`src/rtl/aes_sched.sv`:
```
// aes_sched: two-client round-robin scheduler for the shared AES round
// datapath. Issues one start pulse per operation, collects the AddRoundKey,
// ShiftRows and MixColumns stage results qualified by aes_count, and returns
// them as one response with a per-stage timeout guard.
module aes_sched #(
  parameter int unsigned TIMEOUT = 16
) (
  input  logic         clk,
  input  logic         rst,

  input  logic         req0_valid,
  output logic         req0_ready,
  input  logic [127:0] req0_data,
  input  logic [127:0] req0_key,

  input  logic         req1_valid,
  output logic         req1_ready,
  input  logic [127:0] req1_data,
  input  logic [127:0] req1_key,

  output logic         aes_valid,
  output logic [127:0] aes_matrix1,
  output logic [127:0] aes_matrix2,
  input  logic [1:0]   aes_count,
  input  logic [127:0] aes_matrix3,

  output logic         rsp_valid,
  input  logic         rsp_ready,
  output logic         rsp_id,
  output logic         rsp_err,
  output logic [127:0] rsp_ark,
  output logic [127:0] rsp_sr,
  output logic [127:0] rsp_mc
);

  typedef enum logic [2:0] {
    S_IDLE,
    S_ISSUE,
    S_WAIT1,
    S_WAIT2,
    S_WAIT3,
    S_RESP
  } state_t;

  localparam logic [7:0] TMO_LAST = 8'(TIMEOUT - 1);

  state_t       r_state;
  state_t       w_state_nxt;

  logic         r_last_grant;
  logic         r_id;
  logic         r_err;
  logic [127:0] r_data;
  logic [127:0] r_key;
  logic [127:0] r_ark;
  logic [127:0] r_sr;
  logic [127:0] r_mc;
  logic [7:0]   r_timer;

  logic         w_grant;
  logic         w_idle;
  logic         w_accept;
  logic         w_waiting;
  logic         w_match;
  logic         w_timeout;
  logic         w_rsp_done;

  // Arbitration and request handshake; ready is held low while reset is asserted
  always_comb begin
    w_grant    = (req0_valid & req1_valid) ? ~r_last_grant : req1_valid;
    w_idle     = (r_state == S_IDLE) & rst;
    req0_ready = w_idle & req0_valid & ~w_grant;
    req1_ready = w_idle & req1_valid &  w_grant;
    w_accept   = req0_ready | req1_ready;
  end

  // Stage qualification: only the count value belonging to the current WAIT state captures
  always_comb begin
    w_waiting  = (r_state == S_WAIT1) | (r_state == S_WAIT2) | (r_state == S_WAIT3);
    w_match    = ((r_state == S_WAIT1) & (aes_count == 2'd1)) |
                 ((r_state == S_WAIT2) & (aes_count == 2'd2)) |
                 ((r_state == S_WAIT3) & (aes_count == 2'd3));
    w_timeout  = w_waiting & ~w_match & (r_timer == TMO_LAST);
    w_rsp_done = (r_state == S_RESP) & rsp_ready;
  end

  // Next-state logic
  always_comb begin
    w_state_nxt = r_state;
    unique case (r_state)
      S_IDLE:  if (w_accept) w_state_nxt = S_ISSUE;
      S_ISSUE: w_state_nxt = S_WAIT1;
      S_WAIT1: begin
        if (w_match)        w_state_nxt = S_WAIT2;
        else if (w_timeout) w_state_nxt = S_RESP;
      end
      S_WAIT2: begin
        if (w_match)        w_state_nxt = S_WAIT3;
        else if (w_timeout) w_state_nxt = S_RESP;
      end
      S_WAIT3: begin
        if (w_match | w_timeout) w_state_nxt = S_RESP;
      end
      S_RESP:  if (w_rsp_done) w_state_nxt = S_IDLE;
      default: w_state_nxt = S_IDLE;
    endcase
  end

  // State register
  always_ff @(posedge clk or negedge rst) begin
    if (!rst) r_state <= S_IDLE;
    else      r_state <= w_state_nxt;
  end

  // Latch the granted client's operands and id on the request handshake
  always_ff @(posedge clk or negedge rst) begin
    if (!rst) begin
      r_data <= '0;
      r_key  <= '0;
      r_id   <= 1'b0;
    end else if (w_accept) begin
      r_data <= w_grant ? req1_data : req0_data;
      r_key  <= w_grant ? req1_key  : req0_key;
      r_id   <= w_grant;
    end
  end

  // Per-stage timer: cleared on accept and on every capture, saturates instead of wrapping
  always_ff @(posedge clk or negedge rst) begin
    if (!rst) begin
      r_timer <= '0;
    end else if (w_accept) begin
      r_timer <= '0;
    end else if (w_waiting) begin
      if (w_match)                r_timer <= '0;
      else if (r_timer != 8'hFF)  r_timer <= r_timer + 8'd1;
    end
  end

  // Abort flag: cleared on accept, set when a WAIT stage runs out of time
  always_ff @(posedge clk or negedge rst) begin
    if (!rst)           r_err <= 1'b0;
    else if (w_accept)  r_err <= 1'b0;
    else if (w_timeout) r_err <= 1'b1;
  end

  // Stage result capture; registers of stages never reached stay zero
  always_ff @(posedge clk or negedge rst) begin
    if (!rst) begin
      r_ark <= '0;
      r_sr  <= '0;
      r_mc  <= '0;
    end else if (w_accept) begin
      r_ark <= '0;
      r_sr  <= '0;
      r_mc  <= '0;
    end else if (w_match) begin
      if (r_state == S_WAIT1) r_ark <= aes_matrix3;
      if (r_state == S_WAIT2) r_sr  <= aes_matrix3;
      if (r_state == S_WAIT3) r_mc  <= aes_matrix3;
    end
  end

  // Round-robin history, updated only when the response is consumed
  always_ff @(posedge clk or negedge rst) begin
    if (!rst)            r_last_grant <= 1'b1;
    else if (w_rsp_done) r_last_grant <= r_id;
  end

  // Core issue and response outputs
  always_comb begin
    aes_valid   = (r_state == S_ISSUE);
    aes_matrix1 = aes_valid ? r_data : '0;
    aes_matrix2 = aes_valid ? r_key  : '0;
    rsp_valid   = (r_state == S_RESP);
    rsp_id      = r_id;
    rsp_err     = r_err;
    rsp_ark     = r_ark;
    rsp_sr      = r_sr;
    rsp_mc      = r_mc;
  end

endmodule
```
`config.mk`:
```
export PLATFORM = sky130hd
export DESIGN_NAME = aes_sched
export DESIGN_NICKNAME = d
export VERILOG_FILES = /design/src/rtl/aes_sched.sv
export SDC_FILE = /design/constraint.sdc
export NUM_CORES = 1
export LEC_CHECK = 0
export ABC_AREA = 1
export CAP_MARGIN = 20
export CORE_AREA = 2 2 510 512
export DETAILED_ROUTE_END_ITERATION = 7
export DIE_AREA = 0 0 512 514
export PLACE_DENSITY = 0.33
export SYNTH_ARGS = -nofsm -noshare
export SYNTH_HDL_FRONTEND = slang
export SYNTH_SLANG_ARGS = --single-unit
export TNS_END_PERCENT = 20
```
`constraint.sdc`:
```
create_clock -name clk -period 2.8 [get_ports clk]
set_clock_uncertainty 0.05 [all_clocks]
set_input_delay 0.56 -clock clk [delete_from_list [all_inputs] [get_ports clk]]
set_output_delay 0.56 -clock clk [all_outputs]
set_load 0.02 [all_outputs]
```
==> results of run 1 <==
[cell type report]
| type | instances | area, um^2 | area share (%) |
|---|---|---|---|
| Tap cell | 3402 | 4260 | 8.40 |
| Timing Repair Buffer | 1559 | 15400 | 30.5 |
| Antenna cell | 18 | 45.0 | 0.0888 |
| Sequential cell | 654 | 16400 | 32.3 |
| Inverter | 286 | 1100 | 2.17 |
| Clock buffer | 137 | 2680 | 5.29 |
| Clock inverter | 25 | 394 | 0.777 |
| Multi-Input combinational cell | 2282 | 10400 | 20.5 |
[registers in the layout, summed over array words and instances, names as in the netlist]
| signal | flops |
|---|---|
| rsp_mc | 128 |
| rsp_err | 1 |
| r_key | 128 |
| r_last_grant | 1 |
| r_state | 3 |
| rsp_id | 1 |
| rsp_ark | 128 |
| r_data | 128 |
| r_timer | 8 |
| rsp_sr | 128 |
[logic make-up (layout without fill, tap and decap cells)]
kind of cell	after synthesis	in the layout	synth area share (%)
compound gates	659	659	12.8
simple gates	1619	1619	21.6
buf+inv	526	2007	7.71
xor+xnor	3	3	0.0927
flops	654	654	57.7
fa+ha+maj	1	1	0.0441
other cells	0	18	0
[metrics by stage]
step / utilization (%) / hold slack (ps)
floorplan: - / 214
CTS: 19.4 / 221
global placement: 18.2 / 416
finish: 19.6 / 344
detailed placement: 18.2 / 423
global route: 19.6 / 282
[worst max-delay path, cell delays in order, from the launching register on]
cell     delay, ps
dfrtp_1        400
nor3_4         230
buf_6          160
inv_12          60
buf_16         170
buf_8          170
buf_12         150
nor2_4         110
buf_6          140
[metal layers]
layer	vias up	part of all wire [%]	GRT usage, %
li1	13900	-	-
met2	1173	48	23.4
met4	22	1.9	2.93
met5	-	0.074	0
met1	14000	41	16.3
met3	218	9.1	4.85
[layout by cell type (no fill, tap or decap), drive strengths merged, types with 13 or more instances in the layout]
cell	Yosys	routed
diode	0	18
clkdlybuf4s50	0	1029
nand2	1064	1064
dfrtp	653	653
clkbuf	112	155
nand3	15	15
clkinv	1	13
inv	285	290
buf	128	497
nor2	529	529
o21ai	395	395
a31oi	256	256
[what timing repair did]
action / in CTS / in global routing
setup endpoints to repair: 260 / 257
hold endpoints to repair: 103 / 0
hold buffers: 1 / 0
pin swaps: 1 / 1
cloned: 3 / 1
buffers inserted: 4 / 15
resized for setup: 648 / 571
[path summary, 6_finish.rpt]
path	end	slack (ps)	cells after the start
max	aes_matrix2[110]	-200	8
min	r_key[120]$_DFFE_PN0N_	340	3
max reg2reg	r_data[126]$_DFFE_PN0N_	320	13
min reg2reg	rsp_ark[118]$_DFFE_PN0P_	430	2
max in group asynchronous	r_key[62]$_DFFE_PN0N_	710	4
min in group asynchronous	rsp_sr[20]$_DFFE_PN0P_	520	3
[where the power goes]
| group | internal [mW] | switching, mW | leakage [nW] | total (mW) |
|---|---|---|---|---|
| sequential | 13.9 | 2.81 | 7.89 | 16.7 |
| combinational | 11.3 | 16.0 | 13.5 | 27.3 |
| clock | 7.18 | 5.06 | 1.50 | 12.2 |
==> key figures, run 1 <==
Outcome
  – Outcome: finished with violations
  – Failing checks: negative setup slack

Worst setup path
  – Reg-to-reg startpoint: r_state[1]$_DFFE_PN0P_
  – Critical path class: reg -> out
  – Startpoint Class: register
  – Critical path peak fanout: 8
  – Crit end category: output port
  – CP required: 2190 ps
  – Crit. Startpoint: r_state[1]$_DFFE_PN0P_
  – Arr. time, crit path: 2390 ps

Finish
  – Final instance area: 50700 um^2
  – Area grow syn2layout: 78.8%
  – Layout cell share with drive strength beyond 1: 15.6%
  – Non-Filler Instances: 8363
  – Fillcell total: 28900
  – Nets: 5522

Timing
  – Least-Margin Pin Slew: 1000 ps
  – Post-layout worst setup margin: -199 ps
  – Maximum clock rate: 333 MHz
  – Fin Setup TNS: -8700 ps
  – Fin. Hold Viols: 0
  – Slew headroom: 33.2%
  – Fin. max-slew vios: 0
  – Fin crit period: 3000 ps
  – Final period utilization: 107%
  – RSZ-0062 raised after global routing: yes
  – Final Setup Violations: 141

Routing
  – DRT Wirelength: 186 mm
  – Routed len/inst: 22.2 um
  – Post-route DRC: 0
  – Post-DRT Antenna Nets: 0
  – Routed vias/inst: 3.50
  – First-pass DRT Iterations: 5
  – Routed vias: 29200
  – Initial DRC count: 1630

Global route
  – Largest net degree at the start of global routing: 135
  – First-pass GRT wire length: 253 mm
  – Gr ovfl total: 0
  – Initial antenna violation count: 67
  – Gr usage total: 13.6%
  – Vias in the first global route: 29700

Synth
  – Net count after synthesis: 4110
  – Syn. warnings: 0
  – Mapped Area: 28300 um^2
  – Register area share after synthesis: 57.7%
  – Flops & latches, synth: 654
  – Post-synth EDFFs: 0
  – Cells after Synth: 3462
  – Netlist cell types: 29
  – Top FF cell, synth: dfrtp_1
  – Top cell type's share of synthesized area: 57.6%
  – Syn Area/Cell: 8.19 um^2
  – Top-count cell post-synth: nand2_1
  – Yosys top cell by area: dfrtp_1
  – Synth area leaders: dfrtp_1, nand2_1, nor2_1, o21ai_0, a31oi_1
  – Synth cell count leaders: nand2_1, dfrtp_1, nor2_1
  – Async set or reset register ratio after synthesis: 100%

Run
  – Max_cap viols: 0

CTS
  – Max Buffers Root-to-Sink: 3
  – Clock sinks: 654
  – Root Buffer: clkbuf_16
  – TritonCTS Buffers: 91
  – TritonCTS clock tree: built
  – Skew-Pair Late Insertion Delay: 720 ps
  – Clk slew on worst S/H paths: 60 ps
  – H-tree lvl count: 3

Placement
  – Cell count after placement: 8158
  – Hpwl dp: 148 mm
  – Area after DPL: 46800 um^2
  – Post-Place Worst Slack: -394 ps
  – RD Place Congestion: 0.822
  – Port Buffers: 1292

Min path
  – Worst Hold Class: in -> reg
  – Hold path start: req1_key[120]

Power and ir drop
  – Total power: 56.3 mW
  – VDD IR max: 0.416 mV
  – Pwr/cell area: 1110 nW/um^2
  – P_leak: 22.8 nW

Die
  – # IOs: 1293
  – Number of placement rows: 187
  – Core box area: 258000 um^2
  – Die height: 514 um
  – Initial Util: 11.0%
  – DIE WIDTH: 512 um
  – Die area: 263000 um^2
Note: power is estimated with default switching activity, not from simulation.
==> inputs of run 2 (changes only) <==
ABC_AREA = unset   (was 1)
CORE_AREA = 2 2 506 508   (was 2 2 510 512)
DIE_AREA = 0 0 508 510   (was 0 0 512 514)
PLACE_DENSITY = 0.34   (was 0.33)
==> run 2 against run 1 <==
Against the previous run:
- the flow still finishes with violations (negative setup slack)
- sequential share of layout area down 0.46 points
- first-iteration DRC count up 20%
- critical path type unchanged
- worst hold slack worse by 13 ps
- worst setup slack worse by 73 ps
- sequential power down 2%
- combinational power down 23%
- count of clock-buffer cells in the layout up 8
- non-clock buffer count down 59
- register-to-register slack better by 130 ps
- global-route usage up 1.2 points
==> key figures, run 2 <==
Worst setup path
  – Critical path class: reg -> out (unchanged)
  – Arr. time, crit path: 2460 ps (was 2390 ps)
  – FF-to-FF End: rsp_mc[27]$_DFFE_PN0P_ (was r_data[126]$_DFFE_PN0N_)
  – Worst setup path end: aes_matrix1[106] (was aes_matrix2[110])
  – Crit. Startpoint: r_state[1]$_DFFE_PN0P_ (unchanged)
  – Reg-to-reg startpoint: r_state[2]$_DFFE_PN0P_ (was r_state[1]$_DFFE_PN0P_)
  – CP required: 2190 ps (about the same)
  – Worst R2R Path Depth: 6 (was 13)
  – Worst R2R Setup Slack: 450 ps (was 320 ps)
  – Crit end category: output port (unchanged)
  – Critical path peak fanout: 7 (was 8)
  – Startpoint Class: register (unchanged)

Finish
  – Reg area: 16400 um^2 (unchanged)
  – Final instance area: 51400 um^2 (was 50700 um^2)
  – Area of the multi-input gates: 11900 um^2 (was 10400 um^2)
  – Fillcell total: 28300 (was 28900)
  – Nets: 5414 (was 5522)
  – Layout cell share with drive strength beyond 1: 15.5% (was 15.6%)
  – Area grow syn2layout: 74.0% (was 78.8%)
  – Commonest non-fill, non-tap cell in the layout: nand2_1 (unchanged)
  – Non-Filler Instances: 8240 (was 8363)
  – Final core utilization: 20.3% (was 19.6%)
  – Most frequent cells in the layout: nand2_1, clkdlybuf4s50_1, dfrtp_1, a21oi_1, nor2_1 (was nand2_1, clkdlybuf4s50_1, dfrtp_1, nor2_1, o21ai_0)

Global route
  – Initial antenna violation count: 92 (was 67)
  – Gr ovfl total: 0 (unchanged)
  – First-pass GRT wire length: 269 mm (was 253 mm)
  – Vias in the first global route: 30400 (was 29700)
  – Gr usage total: 14.9% (was 13.6%)
  – Largest net degree at the start of global routing: 146 (was 135)

Synth
  – Synth area leaders: dfrtp_1, nand2_1, a21oi_1, and2_1, a31oi_1 (was dfrtp_1, nand2_1, nor2_1, o21ai_0, a31oi_1)
  – Net count after synthesis: 4097 (was 4110)
  – Cells after Synth: 3449 (was 3462)
  – Top cell type's share of synthesized area: 55.3% (was 57.6%)
  – Top FF cell, synth: dfrtp_1 (unchanged)
  – Register area share after synthesis: 55.4% (was 57.7%)
  – Syn Area/Cell: 8.57 um^2 (was 8.19 um^2)
  – Post-synth EDFFs: 0 (unchanged)
  – Syn. warnings: 0 (unchanged)
  – Async set or reset register ratio after synthesis: 100% (unchanged)
  – Top-count cell post-synth: nand2_1 (unchanged)
  – Mapped Area: 29600 um^2 (was 28300 um^2)
  – Netlist cell types: 42 (was 29)
  – Yosys top cell by area: dfrtp_1 (unchanged)
  – Synth cell count leaders: nand2_1, dfrtp_1, a21oi_1 (was nand2_1, dfrtp_1, nor2_1)
  – Flops & latches, synth: 654 (unchanged)

CTS
  – Clock sinks: 654 (unchanged)
  – Clk slew on worst S/H paths: 60 ps (about the same)
  – H-tree lvl count: 3 (unchanged)
  – Root Buffer: clkbuf_16 (unchanged)
  – TritonCTS Buffers: 91 (unchanged)
  – Max Buffers Root-to-Sink: 3 (unchanged)
  – TritonCTS clock tree: built (unchanged)
  – Skew-Pair Late Insertion Delay: 730 ps (was 720 ps)

Die
  – DIE WIDTH: 508 um (was 512 um)
  – Initial Util: 11.7% (was 11.0%)
  – Core box area: 253000 um^2 (was 258000 um^2)
  – Die height: 510 um (was 514 um)
  – Die area: 259000 um^2 (was 263000 um^2)
  – Number of placement rows: 185 (was 187)
  – # IOs: 1293 (unchanged)

Placement
  – Port Buffers: 1292 (unchanged)
  – Hpwl dp: 155 mm (was 148 mm)
  – Cell count after placement: 7988 (was 8158)
  – RD Place Congestion: 0.818 (was 0.822)
  – Area after DPL: 46700 um^2 (was 46800 um^2)

Routing
  – WL met2: 95.8 mm (was 89.9 mm)
  – Met3 wire length: 18.2 mm (was 17.0 mm)
  – Routed len/inst: 24.6 um (was 22.2 um)
  – First-pass DRT Iterations: 7 (was 5)
  – Routed vias/inst: 3.67 (was 3.50)
  – Post-DRT Antenna Nets: 0 (unchanged)
  – M1 WL: 83.2 mm (was 75.5 mm)
  – Initial DRC count: 1954 (was 1630)
  – Routed vias: 30300 (was 29200)
  – Highest Signal Layer: met5 (unchanged)
  – DRT Wirelength: 203 mm (was 186 mm)
  – Post-route DRC: 0 (unchanged)

Min path
  – Hold path start: req0_data[55] (was req1_key[120])
  – WHS Path Cells: 3 (unchanged)
  – Worst Hold Class: in -> reg (unchanged)

Power and ir drop
  – Pwr/cell area: 967 nW/um^2 (was 1110 nW/um^2)
  – Total power: 49.7 mW (was 56.3 mW)
  – VDD IR max: 0.432 mV (was 0.416 mV)
  – P_leak: 21.1 nW (was 22.8 nW)

Timing
  – Fin. Hold Viols: 0 (unchanged)
  – Final period utilization: 110% (was 107%)
  – Slew headroom: 36.7% (was 33.2%)
  – RSZ-0062 raised after global routing: yes (unchanged)
  – Least-Margin Pin Slew: 950 ps (was 1000 ps)
  – Fin. max-slew vios: 0 (unchanged)
  – Fin crit period: 3070 ps (was 3000 ps)
  – Maximum clock rate: 326 MHz (was 333 MHz)
  – Final Setup Violations: 253 (was 141)
  – Post-layout worst setup margin: -271 ps (was -199 ps)

Run
  – Max_cap viols: 0 (unchanged)

Outcome
  – Failing checks: negative setup slack (unchanged)
  – Outcome: finished with violations (unchanged)
## run 2: through the flow
step | setup TNS, ps | hold slack (ps) | setup slack [ps]
floorplan | 0 | 214 | 682
global placement | -375 | 460 | -83.1
detailed placement | -225 | 465 | -62.7
CTS | -107230 | 212 | -526
global route | -77450 | 253 | -463
finish | -30550 | 331 | -271
## run 2: report_power, final
group	internal [mW]	switching, mW	leakage [nW]
clock network	7.28	5.16	1.51
registers	13.3	3.01	8.18
logic	9.42	11.5	11.4
## run 2: per-layer routing
layer  track usage (%)  vias up
met3              5.89      296
met4              4.72       46
li1                  -    13900
met1              18.0    14800
met5                 0        -
met2              24.0     1225
## run 2: cell families after synthesis
group | count (synthesis) | synth area share, %
muxes | 2 | 0.0720
buffers and inverters | 277 | 5.90
adders and majority gates | 1 | 0.0423
and+or+nand+nor | 1841 | 25.9
AOI/OAI and AO/OA | 674 | 12.7
DFF | 654 | 55.4
## run 2: worst min path at each step
stage | end | slack, ps
2_1_floorplan | r_data[0]$_DFFE_PN0N_ | 210
3_3_place_gp | rsp_ark[111]$_DFFE_PN0P_ | 460
3_5_place_dp | rsp_sr[107]$_DFFE_PN0P_ | 460
4_1_cts | r_key[8]$_DFFE_PN0N_ | 210
5_1_grt | r_key[8]$_DFFE_PN0N_ | 250
6_report | r_data[55]$_DFFE_PN0N_ | 330
## run 2: layout make-up
type,count,area share (%)
multi-input combinational,2518,23.1
timing repair buffer,1500,30.6
inverter,1,0.00730
sequential,654,31.8
clock buffer,145,5.23
clock inverter,23,0.861
tap,3366,8.19
antenna,33,0.161
## run 2: timing repair
action | in CTS | in global routing
pin swaps | 12 | 43
endpoints found under the hold margin | 168 | 0
gates cloned | 8 | 15
setup buffers | 13 | 16
gates resized for setup | 683 | 781
setup endpoints to repair | 261 | 261
hold buffers | 1 | 0
## run 2: critical path: stages, from the launching register on
cell and delay, ps:
dfrtp_1 410, nor3b_4 200, buf_6 140, buf_16 160, buf_12 130, buf_12 140, buf_6 120, buf_16 120
and2_4 140, buf_6 110
